===== config.mk =====
export PLATFORM = sky130hd
export DESIGN_NAME = sprite_line_fetch
export DESIGN_NICKNAME = d
export VERILOG_FILES = /design/src/rtl/sprite_line_fetch.sv
export SDC_FILE = /design/constraint.sdc
export NUM_CORES = 1
export LEC_CHECK = 0
export BUFFER_PORTS_ARGS = -buffer_cell sky130_fd_sc_hd__buf_2
export CAP_MARGIN = 20
export CORE_UTILIZATION = 35
export DETAILED_ROUTE_END_ITERATION = 8
export PLACE_DENSITY = 0.59
export SYNTH_ARGS = -nofsm -noshare
export SYNTH_HDL_FRONTEND = slang
export SYNTH_SLANG_ARGS = --single-unit

===== constraint.sdc =====
create_clock -name clk -period 2.8 [get_ports clk]
set_input_delay 0.14 -clock clk [delete_from_list [all_inputs] [get_ports clk]]
set_output_delay 0.14 -clock clk [all_outputs]
set_load 0.02 [all_outputs]

===== src/rtl/sprite_line_fetch.sv =====
// Per-scanline sprite fetch: reads up to 8 sprites from secondary OAM, fetches
// their pattern rows and writes one shifter slot per sprite for the next line.
module sprite_line_fetch #(
  parameter int FETCH_LAT = 2,
  parameter int NUM_SLOTS = 8
) (
  input  logic       clk,
  input  logic       rst,
  input  logic       start,
  input  logic [7:0] scanline,
  input  logic [3:0] sprite_cnt,
  output logic [4:0] oam_addr,
  input  logic [7:0] oam_data,
  output logic [7:0] tile_num,
  output logic [2:0] yoffset,
  input  logic [7:0] line0,
  input  logic [7:0] line1,
  output logic       slot_we,
  output logic [2:0] slot_idx,
  output logic [7:0] slot_lo,
  output logic [7:0] slot_hi,
  output logic [7:0] slot_attr,
  output logic [7:0] slot_x,
  output logic       busy,
  output logic       done,
  output logic [2:0] state_dbg
);

  // Protocol: start is a one-cycle request accepted only in IDLE (ignored while
  // busy). slot_we is a push-only strobe with no backpressure: the shifter bank
  // must take slot_idx/slot_lo/slot_hi/slot_attr/slot_x in every cycle it is high.
  // Exactly 8 strobes follow an accepted start, then done pulses once.

  typedef enum logic [2:0] {
    S_IDLE,
    S_READ,
    S_CALC,
    S_WAIT,
    S_WRITE,
    S_FILL,
    S_FIN
  } state_t;

  localparam logic [3:0] MAX_CNT  = 4'(NUM_SLOTS);
  localparam logic [3:0] LAT_LAST = 4'(FETCH_LAT - 1);

  state_t      state;
  state_t      state_n;

  logic [7:0]  scan_q;
  logic [3:0]  count_q;
  logic [2:0]  slot_cnt;
  logic [2:0]  rd_cnt;
  logic [3:0]  wait_cnt;
  logic [7:0]  y_q;
  logic [7:0]  tile_q;
  logic [7:0]  attr_q;
  logic [7:0]  x_q;

  logic [7:0]  diff;
  logic        in_range;
  logic [2:0]  row;
  logic [3:0]  slot_nxt;
  logic [3:0]  clamp_cnt;
  logic        load_line;
  logic        load_trans;
  logic        load_fill;

  function automatic logic [7:0] bit_rev(input logic [7:0] v);
    logic [7:0] r;
    for (int i = 0; i < 8; i++) begin
      r[i] = v[7-i];
    end
    return r;
  endfunction

  // A sprite above the line wraps to a large diff, so one compare covers both cases.
  assign diff      = scan_q - y_q;
  assign in_range  = (diff[7:3] == 5'd0);
  assign row       = attr_q[7] ? ~diff[2:0] : diff[2:0];
  assign slot_nxt  = {1'b0, slot_cnt} + 4'd1;
  assign clamp_cnt = (sprite_cnt > MAX_CNT) ? MAX_CNT : sprite_cnt;

  always_comb begin
    state_n    = state;
    load_line  = 1'b0;
    load_trans = 1'b0;
    load_fill  = 1'b0;
    case (state)
      S_IDLE: begin
        if (start) begin
          if (clamp_cnt == 4'd0) begin
            state_n   = S_FILL;
            load_fill = 1'b1;
          end else begin
            state_n = S_READ;
          end
        end
      end
      S_READ: begin
        if (rd_cnt == 3'd4) state_n = S_CALC;
      end
      S_CALC: begin
        if (in_range) begin
          state_n = S_WAIT;
        end else begin
          state_n    = S_WRITE;
          load_trans = 1'b1;
        end
      end
      S_WAIT: begin
        if (wait_cnt == LAT_LAST) begin
          state_n   = S_WRITE;
          load_line = 1'b1;
        end
      end
      S_WRITE: begin
        if (slot_nxt < count_q) begin
          state_n = S_READ;
        end else if (count_q < MAX_CNT) begin
          state_n   = S_FILL;
          load_fill = 1'b1;
        end else begin
          state_n = S_FIN;
        end
      end
      S_FILL: begin
        if (slot_cnt == 3'd7) state_n = S_FIN;
      end
      S_FIN: begin
        state_n = S_IDLE;
      end
      default: begin
        state_n = S_IDLE;
      end
    endcase
  end

  always_ff @(posedge clk) begin
    if (rst) begin
      state <= S_IDLE;
    end else begin
      state <= state_n;
    end
  end

  always_ff @(posedge clk) begin
    if (rst) begin
      scan_q   <= 8'd0;
      count_q  <= 4'd0;
      slot_cnt <= 3'd0;
      rd_cnt   <= 3'd0;
      wait_cnt <= 4'd0;
      y_q      <= 8'd0;
      tile_q   <= 8'd0;
      attr_q   <= 8'd0;
      x_q      <= 8'd0;
      tile_num <= 8'd0;
      yoffset  <= 3'd0;
    end else begin
      case (state)
        S_IDLE: begin
          if (start) begin
            scan_q   <= scanline;
            count_q  <= clamp_cnt;
            slot_cnt <= 3'd0;
          end
        end
        S_READ: begin
          // Data for the address issued last cycle arrives now.
          case (rd_cnt)
            3'd1:    y_q    <= oam_data;
            3'd2:    tile_q <= oam_data;
            3'd3:    attr_q <= oam_data;
            3'd4:    x_q    <= oam_data;
            default: ;
          endcase
          rd_cnt <= (rd_cnt == 3'd4) ? 3'd0 : rd_cnt + 3'd1;
        end
        S_CALC: begin
          if (in_range) begin
            tile_num <= tile_q;
            yoffset  <= row;
            wait_cnt <= 4'd0;
          end
        end
        S_WAIT: begin
          wait_cnt <= wait_cnt + 4'd1;
        end
        S_WRITE, S_FILL: begin
          slot_cnt <= slot_cnt + 3'd1;
        end
        default: ;
      endcase
    end
  end

  // Slot payload is latched on the edge entering WRITE/FILL so it is stable
  // for the whole strobe cycle; FILL reuses the same empty payload throughout.
  always_ff @(posedge clk) begin
    if (rst) begin
      slot_lo   <= 8'd0;
      slot_hi   <= 8'd0;
      slot_attr <= 8'd0;
      slot_x    <= 8'd0;
    end else if (load_line) begin
      slot_lo   <= attr_q[6] ? bit_rev(line0) : line0;
      slot_hi   <= attr_q[6] ? bit_rev(line1) : line1;
      slot_attr <= attr_q;
      slot_x    <= x_q;
    end else if (load_trans) begin
      slot_lo   <= 8'd0;
      slot_hi   <= 8'd0;
      slot_attr <= attr_q;
      slot_x    <= x_q;
    end else if (load_fill) begin
      slot_lo   <= 8'd0;
      slot_hi   <= 8'd0;
      slot_attr <= 8'd0;
      slot_x    <= 8'hFF;
    end
  end

  assign oam_addr  = (state == S_READ) ? {slot_cnt, rd_cnt[1:0]} : 5'd0;
  assign slot_we   = (state == S_WRITE) || (state == S_FILL);
  assign slot_idx  = slot_cnt;
  assign busy      = (state != S_IDLE) && (state != S_FIN);
  assign done      = (state == S_FIN);
  assign state_dbg = state;

endmodule


==> results of run 1 <==
final timing paths:
path / from / end / slack, ps
max reg2reg: scan_q[0] / slot_x[1] / 200
max: scan_q[0] / slot_x[1] / 200
min: scanline[4] / scan_q[4] / 20
min reg2reg: count_q[2] / count_q[2] / 450
cell usage after synthesis (6+ instances only):
library cell / instances
o211a_1: 8
clkbuf_1: 18
nor2_1: 49
ha_1: 19
o21ai_0: 24
o2bb2ai_1: 15
nand3_1: 23
inv_1: 18
a21oi_1: 48
nand2_1: 79
nand3b_1: 6
o211ai_1: 8
dfxtp_1: 100
mux2i_1: 35
registers in the layout, indices dropped and copies added (netlist names):
signal,cells
state_dbg,3
slot_hi,8
wait_cnt,4
y_q,8
slot_x,8
yoffset,3
rd_cnt,3
tile_num,8
x_q,8
slot_idx,3
tile_q,8
slot_lo,8
slot_attr,8
scan_q,8
attr_q,8
count_q,4
power by group:
part / switching [W] / leakage (nW) / internal (W)
Sequential: 0.0000766 / 0.808 / 0.00152
Clock: 0.000557 / 0.140 / 0.000661
Combinational: 0.000833 / 1.40 / 0.000479
layer usage:
layer,wire length (um),GRT usage,vias to the layer above
met5,0,0,-
met1,5510,0.230,1860
li1,-,-,2017
met4,149,0.0557,0
met2,5350,0.275,65
met3,383,0.0322,12
cell usage in the layout (no fill, tap or decap), types with 3 or more instances in the layout:
cell type	n
a21oi_1	48
and3_1	3
buf_4	8
o2bb2ai_1	15
o211ai_1	8
xnor2_1	4
nand3b_1	6
nor2_1	49
o211a_1	8
nor3_1	3
ha_1	19
buf_2	95
nand3_1	23
clkbuf_16	9
a21o_1	3
nor2_2	3
dfxtp_1	100
mux2i_1	35
nor4_1	4
nand2_1	79
o21a_1	3
inv_1	18
o21ai_0	24
and2_1	5
layout make-up:
class	instances	area, um^2
clock buffers	11	253
clock inverters	5	43.8
fillers	1326	7170
inverters	20	75.1
multi-input cells	377	2390
flip-flops and latches	100	2000
well taps	172	215
repair buffers	105	576
worst min-delay path, stage by stage:
cell and delay [ps]:
buf_2 90, nand2_1 40, a21oi_1 50
stage by stage:
step,area (um^2),std cells,setup slack [ps],utilization,total power (W)
finish,5550,790,196,0.436,0.00413
global route,5550,790,26.0,0.436,0.00438
CTS,5520,788,152,0.434,0.00415
detailed placement,5230,772,186,0.411,0.00291
global placement,5230,772,249,0.411,0.00288
floorplan,4610,527,249,-,0.00259
timing repair:
item,CTS,global route
setup buffers,0,1
setup endpoints to repair,0,16
endpoints found under the hold margin,0,0
cell families (layout without fill, tap and decap cells):
group,count (synthesis),after routing,share of synthesized area
simple gates,187,187,0.184
compound gates,129,129,0.190
flops,100,100,0.434
buf+inv,50,141,0.0478
mux,35,35,0.0760
fa+ha+maj,20,20,0.0559
xor+xnor,6,6,0.0114
==> metrics.yaml, run 1 <==
min_path:
  min_path_type: "input pin to register"
  hold_depth: 3
setup_path:
  required_ps: 3040
  critPathKind: "register to register"
  critical_path_buf_inv_count: 3
  path_depth: 12
  critPathCaptureType: "register"
  cpLargestDelayFamily: "compound AO/OA/AOI/OAI gates"
  cp-start-kind: "register"
  path_cells: "inv_1, ha_1, inv_1, fa_1, a21o_1, a21o_1, xor2_1, o211ai_2, and3_1, buf_4, o21ai_0, o211a_1"
  crit_slowest_cell: "fa_1"
  cp.arrival_ps: 2840
  reg2regPathDepth: 12
  worstPathMaxFanout: 10
  max_stage_delay_ps: 420
synthesis:
  synthFlopType: "dfxtp_1"
  yosysWarnings: 0
  synth-edff-count: 0
  yosys.area.top_type: "dfxtp_1"
  synth.ff_latch_count: 100
  synth_cells: 527
  yosysSeqAreaShare: 0.434
  async_flop_share: 0
  syn-cell-area_um2: 4610
  syn_area_per_cell_um2: 8.75
  synth_fp_nets: 586
  ys_top_cells_by_area: "dfxtp_1, mux2i_1, nand2_1"
  synth_top_area_share: 0.434
  ys_types: 57
cts:
  cts_tree: "yes"
  cts-root-buf: "clkbuf_16"
  clk_latency_ps: 350
  cts_buffers: 9
  path_clk_slew_ps: 70
  postCtsHoldBufs: 0
  cts_resized: 0
  htree_levels: 3
  cts_sinks: 100
  clk_path_buf_depth: 2
timing:
  finalHoldViolCount: 0
  final-setup-viol-count: 0
  max_freq_mhz: 384
  fin_tns_setup_ps: 0
  tightest_slew_ps: 1000
  finClkSkew_ps: 7.06
  rsz0062_at_grt: "false"
  layout_min_cycle_time_ps: 2600
  slew_violations: 0
  max-slew-margin-rel: 0.331
  timing.hold.ws_ps: 22.2
  finalCritPeriodShare: 0.930
grt:
  first_global_vias: 3600
  overflow: 0
  grt_use_total: 0.171
  antenna_found_initial: 0
  grt_pass1_wl_um: 17900
  grt_max_degree: 45
finish:
  diodes: 0
  drive_gt1_frac: 0.218
  nNetsFinal: 672
  area_growth_syn_to_layout_pct: 20.4
floorplan:
  dieArea_um2: 13600
  fp.dieW_um: 117
  coreArea_um2: 12700
  ios: 96
  rows: 41
  die_h_um: 117
  initial_utilization: 0.362
placement:
  gp_congestion: 0.820
  dpl.hpwl_um: 8410
  port-buffer-count: 95
drt:
  vias_per_cell: 5.01
  dr.pass1.iters: 4
  wl_per_cell_um: 14.4
  route.detailed.drc: 0
  antenna_left: 0
  num_vias: 3954
  wl_um: 11400
  drt_iter0_drc: 204
power:
  irDropWorstVdd_uv: 284
  cellPowerDensity_nw_per_um2: 744
  leakagePower_nw: 2.35
job:
  drv_cap: 0
status:
  outcome: "finished, final reports clean"
No activity file was read; power rests on OpenSTA's default activity.
==> inputs of run 2 (changes only) <==
--- a/config.mk
+++ b/config.mk
@@ -7,9 +7,8 @@
 export LEC_CHECK = 0
 export BUFFER_PORTS_ARGS = -buffer_cell sky130_fd_sc_hd__buf_2
 export CAP_MARGIN = 20
-export CORE_UTILIZATION = 35
+export CORE_UTILIZATION = 40
 export DETAILED_ROUTE_END_ITERATION = 8
-export PLACE_DENSITY = 0.59
 export SYNTH_ARGS = -nofsm -noshare
 export SYNTH_HDL_FRONTEND = slang
 export SYNTH_SLANG_ARGS = --single-unit
==> metrics.yaml, run 2 (synthesis gave the netlist of run 1 again) <==
status:
  outcome: "finished, final reports clean"
placement:
  postPlaceCellArea_um2: 5180
  dpl.hpwl_um: 7900
  port-buffer-count: 95
  gp_congestion: 0.799
drt:
  antenna_left: 0
  wl_um: 10900
  num_vias: 3966
  route.detailed.drc: 0
  drt_iter0_drc: 198
  dr.pass1.iters: 4
  vias_per_cell: 5.25
  wl_per_cell_um: 14.4
timing:
  tightest_slew_ps: 968
  slew_violations: 0
  finalHoldViolCount: 0
  timing.hold.ws_ps: 32.9
  max-slew-margin-rel: 0.352
  finClkSkew_ps: 6.75
  layout_min_cycle_time_ps: 2550
  fin_tns_setup_ps: 0
  finalCritPeriodShare: 0.911
  max_freq_mhz: 392
  final-setup-viol-count: 0
  rsz0062_at_grt: "false"
cts:
  htree_levels: 3
  cts_buffers: 9
  cts-root-buf: "clkbuf_16"
  postCtsHoldBufs: 0
  cts_sinks: 100
  path_clk_slew_ps: 70
  clk_path_buf_depth: 2
  clk_latency_ps: 340
  cts_tree: "yes"
finish:
  multi_input_area_um2: 2390
  diodes: 0
  seq_area_um2: 2000
  final_area_um2: 5520
  final_cell_mix: "dfxtp_1, buf_2, nand2_1, nor2_1, a21oi_1"
  final_util: 0.501
  fillers: 1066
  nNetsFinal: 670
  layout_commonest_cell: "dfxtp_1"
  area_growth_syn_to_layout_pct: 19.8
  drive_gt1_frac: 0.215
floorplan:
  fp.dieW_um: 109
  ios: 96
  initial_utilization: 0.418
  dieArea_um2: 12000
  rows: 38
  die_h_um: 109
  coreArea_um2: 11000
setup_path:
  required_ps: 3020
  critPathKind: "register to register"
  worstPathMaxFanout: 16
  cp-start-kind: "register"
  critPathCaptureType: "register"
  cp.arrival_ps: 2770
power:
  cellPowerDensity_nw_per_um2: 765
  leakagePower_nw: 2.34
  irDropWorstVdd_uv: 350
grt:
  grt_use_total: 0.187
  antenna_found_initial: 0
  overflow: 0
  grt_pass1_wl_um: 17400
  first_global_vias: 3744
  grt_max_degree: 45
min_path:
  min_path_type: "input pin to register"
job:
  drv_cap: 0
==> run 2: cell types whose count changed in the layout (fill, tap and decap cells not counted), sizes merged <==
| cell | previous run | this run |
|---|---|---|
| buf | 105 | 103 |
| bufinv | 0 | 2 |
| clkinv | 3 | 1 |
| clkbuf | 11 | 10 |
==> run 2: final timing paths <==
kind | from | end | slack, ps | cells past startpoint
worst min-delay path | scanline[4] | scan_q[4] | 30 | 3
worst min register to register | attr_q[5] | attr_q[5] | 450 | 2
worst max register to register | scan_q[0] | slot_attr[7] | 250 | 12
worst max-delay path | scan_q[0] | slot_attr[7] | 250 | 12
==> run 2: metal layers <==
layer	track usage	part of all wire
met5	0	0
met4	0.0771	0.017
met3	0.0350	0.050
met2	0.310	0.48
met1	0.240	0.46
==> run 2: worst max-delay path, stage by stage (launching register included) <==
cell and delay, ps:
dfxtp_1 310, inv_1 50, ha_1 160, inv_1 50, fa_1 420, a21o_1 200
a21o_1 200, xor2_1 150, o211ai_2 220, nand3_1 200, a21oi_4 220, buf_12 150
o21ai_0 90
==> run 2: through the flow <==
step | cells | power, W | worst slack [ps]
2_1_floorplan | 527 | 0.00259 | 249
3_3_place_gp | 739 | 0.00286 | 254
3_5_place_dp | 739 | 0.00288 | 171
4_1_cts | 754 | 0.00422 | 161
5_1_grt | 755 | 0.00448 | 11.0
6_report | 755 | 0.00423 | 249
==> run 2: power breakdown <==
| part | internal, W | total (W) | switching (W) |
|---|---|---|---|
| Combinational | 0.000477 | 0.00129 | 0.000809 |
| Sequential | 0.00152 | 0.00161 | 0.0000826 |
| Clock | 0.000785 | 0.00133 | 0.000548 |
| Total | 0.00279 | 0.00423 | 0.00144 |
==> run 2: area by class of cell <==
type / instances / share of cell area
sequential: 100 / 0.362
tap: 140 / 0.0317
timing repair buffer: 103 / 0.102
multi-input combinational: 377 / 0.433
clock inverter: 5 / 0.0156
clock buffer: 10 / 0.0414
inverter: 20 / 0.0136
==> run 2: repair_timing <==
item | CTS | global route
setup endpoints to repair | 0 | 15
resized for setup | 0 | 2
setup buffers | 0 | 1
==> inputs of run 3 (changes only) <==
==> constraint.sdc (replaced) <==
create_clock -name clk -period 2.6 [get_ports clk]
set_input_delay 0.13 -clock clk [delete_from_list [all_inputs] [get_ports clk]]
set_output_delay 0.13 -clock clk [all_outputs]
set_load 0.02 [all_outputs]
==> metrics.yaml, run 3 (synthesis gave the netlist of run 1 again) <==
setup_path:
  reg2regPathDepth: 11
  r2r-end: "slot_lo[1]"
  cp-start-kind: "register"
  r2r_start: "scan_q[0]"
  crit_path_end: "slot_lo[1]"
  worstPathMaxFanout: 16
  startpoint: "scan_q[0]"
  cp.arrival_ps: 2760
  critPathCaptureType: "register"
  required_ps: 2860
  r2r_setup_slack_ps: 90
  critPathKind: "register to register"
cts:
  htree_levels: 3
  cts_tree: "yes"
  path_clk_slew_ps: 70
  cts-root-buf: "clkbuf_16"
  clk_latency_ps: 340
  cts_buffers: 9
  postCtsHoldBufs: 0
  clk_path_buf_depth: 2
  cts_sinks: 100
finish:
  fillers: 1108
  area_growth_syn_to_layout_pct: 20.2
  seq_area_um2: 2000
  final_area_um2: 5540
  multi_input_area_um2: 2400
  final_cell_mix: "dfxtp_1, buf_2, nand2_1, nor2_1, a21oi_1"
  nNetsFinal: 675
  diodes: 0
  drive_gt1_frac: 0.226
  layout_commonest_cell: "dfxtp_1"
floorplan:
  coreArea_um2: 11000
  rows: 38
  initial_utilization: 0.418
  ios: 96
  fp.dieW_um: 109
  dieArea_um2: 12000
  die_h_um: 109
timing:
  finalCritPeriodShare: 0.964
  final-setup-viol-count: 0
  layout_min_cycle_time_ps: 2510
  timing.hold.ws_ps: 23.4
  finClkSkew_ps: 7.18
  fin_tns_setup_ps: 0
  max-slew-margin-rel: 0.289
  rsz0062_at_grt: "true"
  slew_violations: 0
  max_freq_mhz: 399
  tightest_slew_ps: 1060
  finalHoldViolCount: 0
power:
  irDropWorstVdd_uv: 369
  leakagePower_nw: 2.35
  cellPowerDensity_nw_per_um2: 802
placement:
  dpl.hpwl_um: 7890
  postPlaceCellArea_um2: 5200
  port-buffer-count: 95
  gp_congestion: 0.823
drt:
  drt_iter0_drc: 213
  antenna_left: 0
  route.detailed.drc: 0
  wl_per_cell_um: 14.5
  num_vias: 4045
  vias_per_cell: 5.32
  dr.pass1.iters: 4
  wl_um: 11000
min_path:
  min_path_type: "input pin to register"
status:
  outcome: "finished, final reports clean"
grt:
  overflow: 0
  grt_max_degree: 46
  antenna_found_initial: 0
  grt_use_total: 0.191
  grt_pass1_wl_um: 17700
  first_global_vias: 3795
job:
  drv_cap: 0
run 3: cell types whose count changed in the layout (fill, tap and decap cells not counted), sizes merged:
cell	previous run	this run
clkbuf	10	13
bufinv	2	0
clkinv	1	2
buf	103	107
clkinvlp	2	1
run 3: stage by stage:
stage                     setup WS, ps  cells  total power [W]  utilization
after global routing             -49.0    760          0.00473        0.502
after global placement            74.7    742          0.00310        0.472
after detailed placement          29.0    742          0.00313        0.472
after CTS                         9.86    757          0.00438        0.496
after floorplan                   48.8    527          0.00279            -
final                             92.9    760          0.00445        0.502
run 3: per-layer routing:
metal,part of all wire,vias to the layer above,global-route usage
li1,-,2031,-
met1,0.46,1922,0.241
met2,0.48,84,0.321
met3,0.043,8,0.0338
met4,0.011,0,0.0829
met5,0,-,0
run 3: area by class of cell:
cell class,count,area share
sequential,100,0.361
multi-input combinational,377,0.433
tap,140,0.0316
clock buffer,12,0.0445
inverter,20,0.0135
clock inverter,3,0.00384
timing repair buffer,108,0.112
run 3: worst max-delay path, cell delays in order (launching register included):
cell	delay, ps
dfxtp_2	320
inv_1	50
ha_2	170
inv_1	60
fa_2	370
a21o_1	180
a21o_1	170
xor2_1	150
o211ai_2	240
and3_4	280
o21a_4	270
o2bb2ai_1	140
run 3: power breakdown:
group,leakage [nW],switching [W],internal [W],total (W)
Combinational,1.41,0.000880,0.000582,0.00146
Sequential,0.809,0.000106,0.00164,0.00175
Clock,0.129,0.000562,0.000673,0.00124
Total,2.35,0.00155,0.00290,0.00445
run 3: how the worst min path moves through the flow:
stage | start | cells past startpoint | end | slack, ps
finish | scanline[4] | 3 | scan_q[4] | 20
global route | scanline[4] | 3 | scan_q[4] | 20
CTS | scanline[4] | 3 | scan_q[4] | 20
detailed placement | scanline[4] | 3 | scan_q[4] | 380
global placement | scanline[4] | 3 | scan_q[4] | 370
floorplan | oam_data[0] | 2 | attr_q[0] | 270
run 3: repair_timing:
action | CTS | global route
buffers inserted | 0 | 2
setup endpoints to repair | 0 | 44
gates resized for setup | 0 | 9
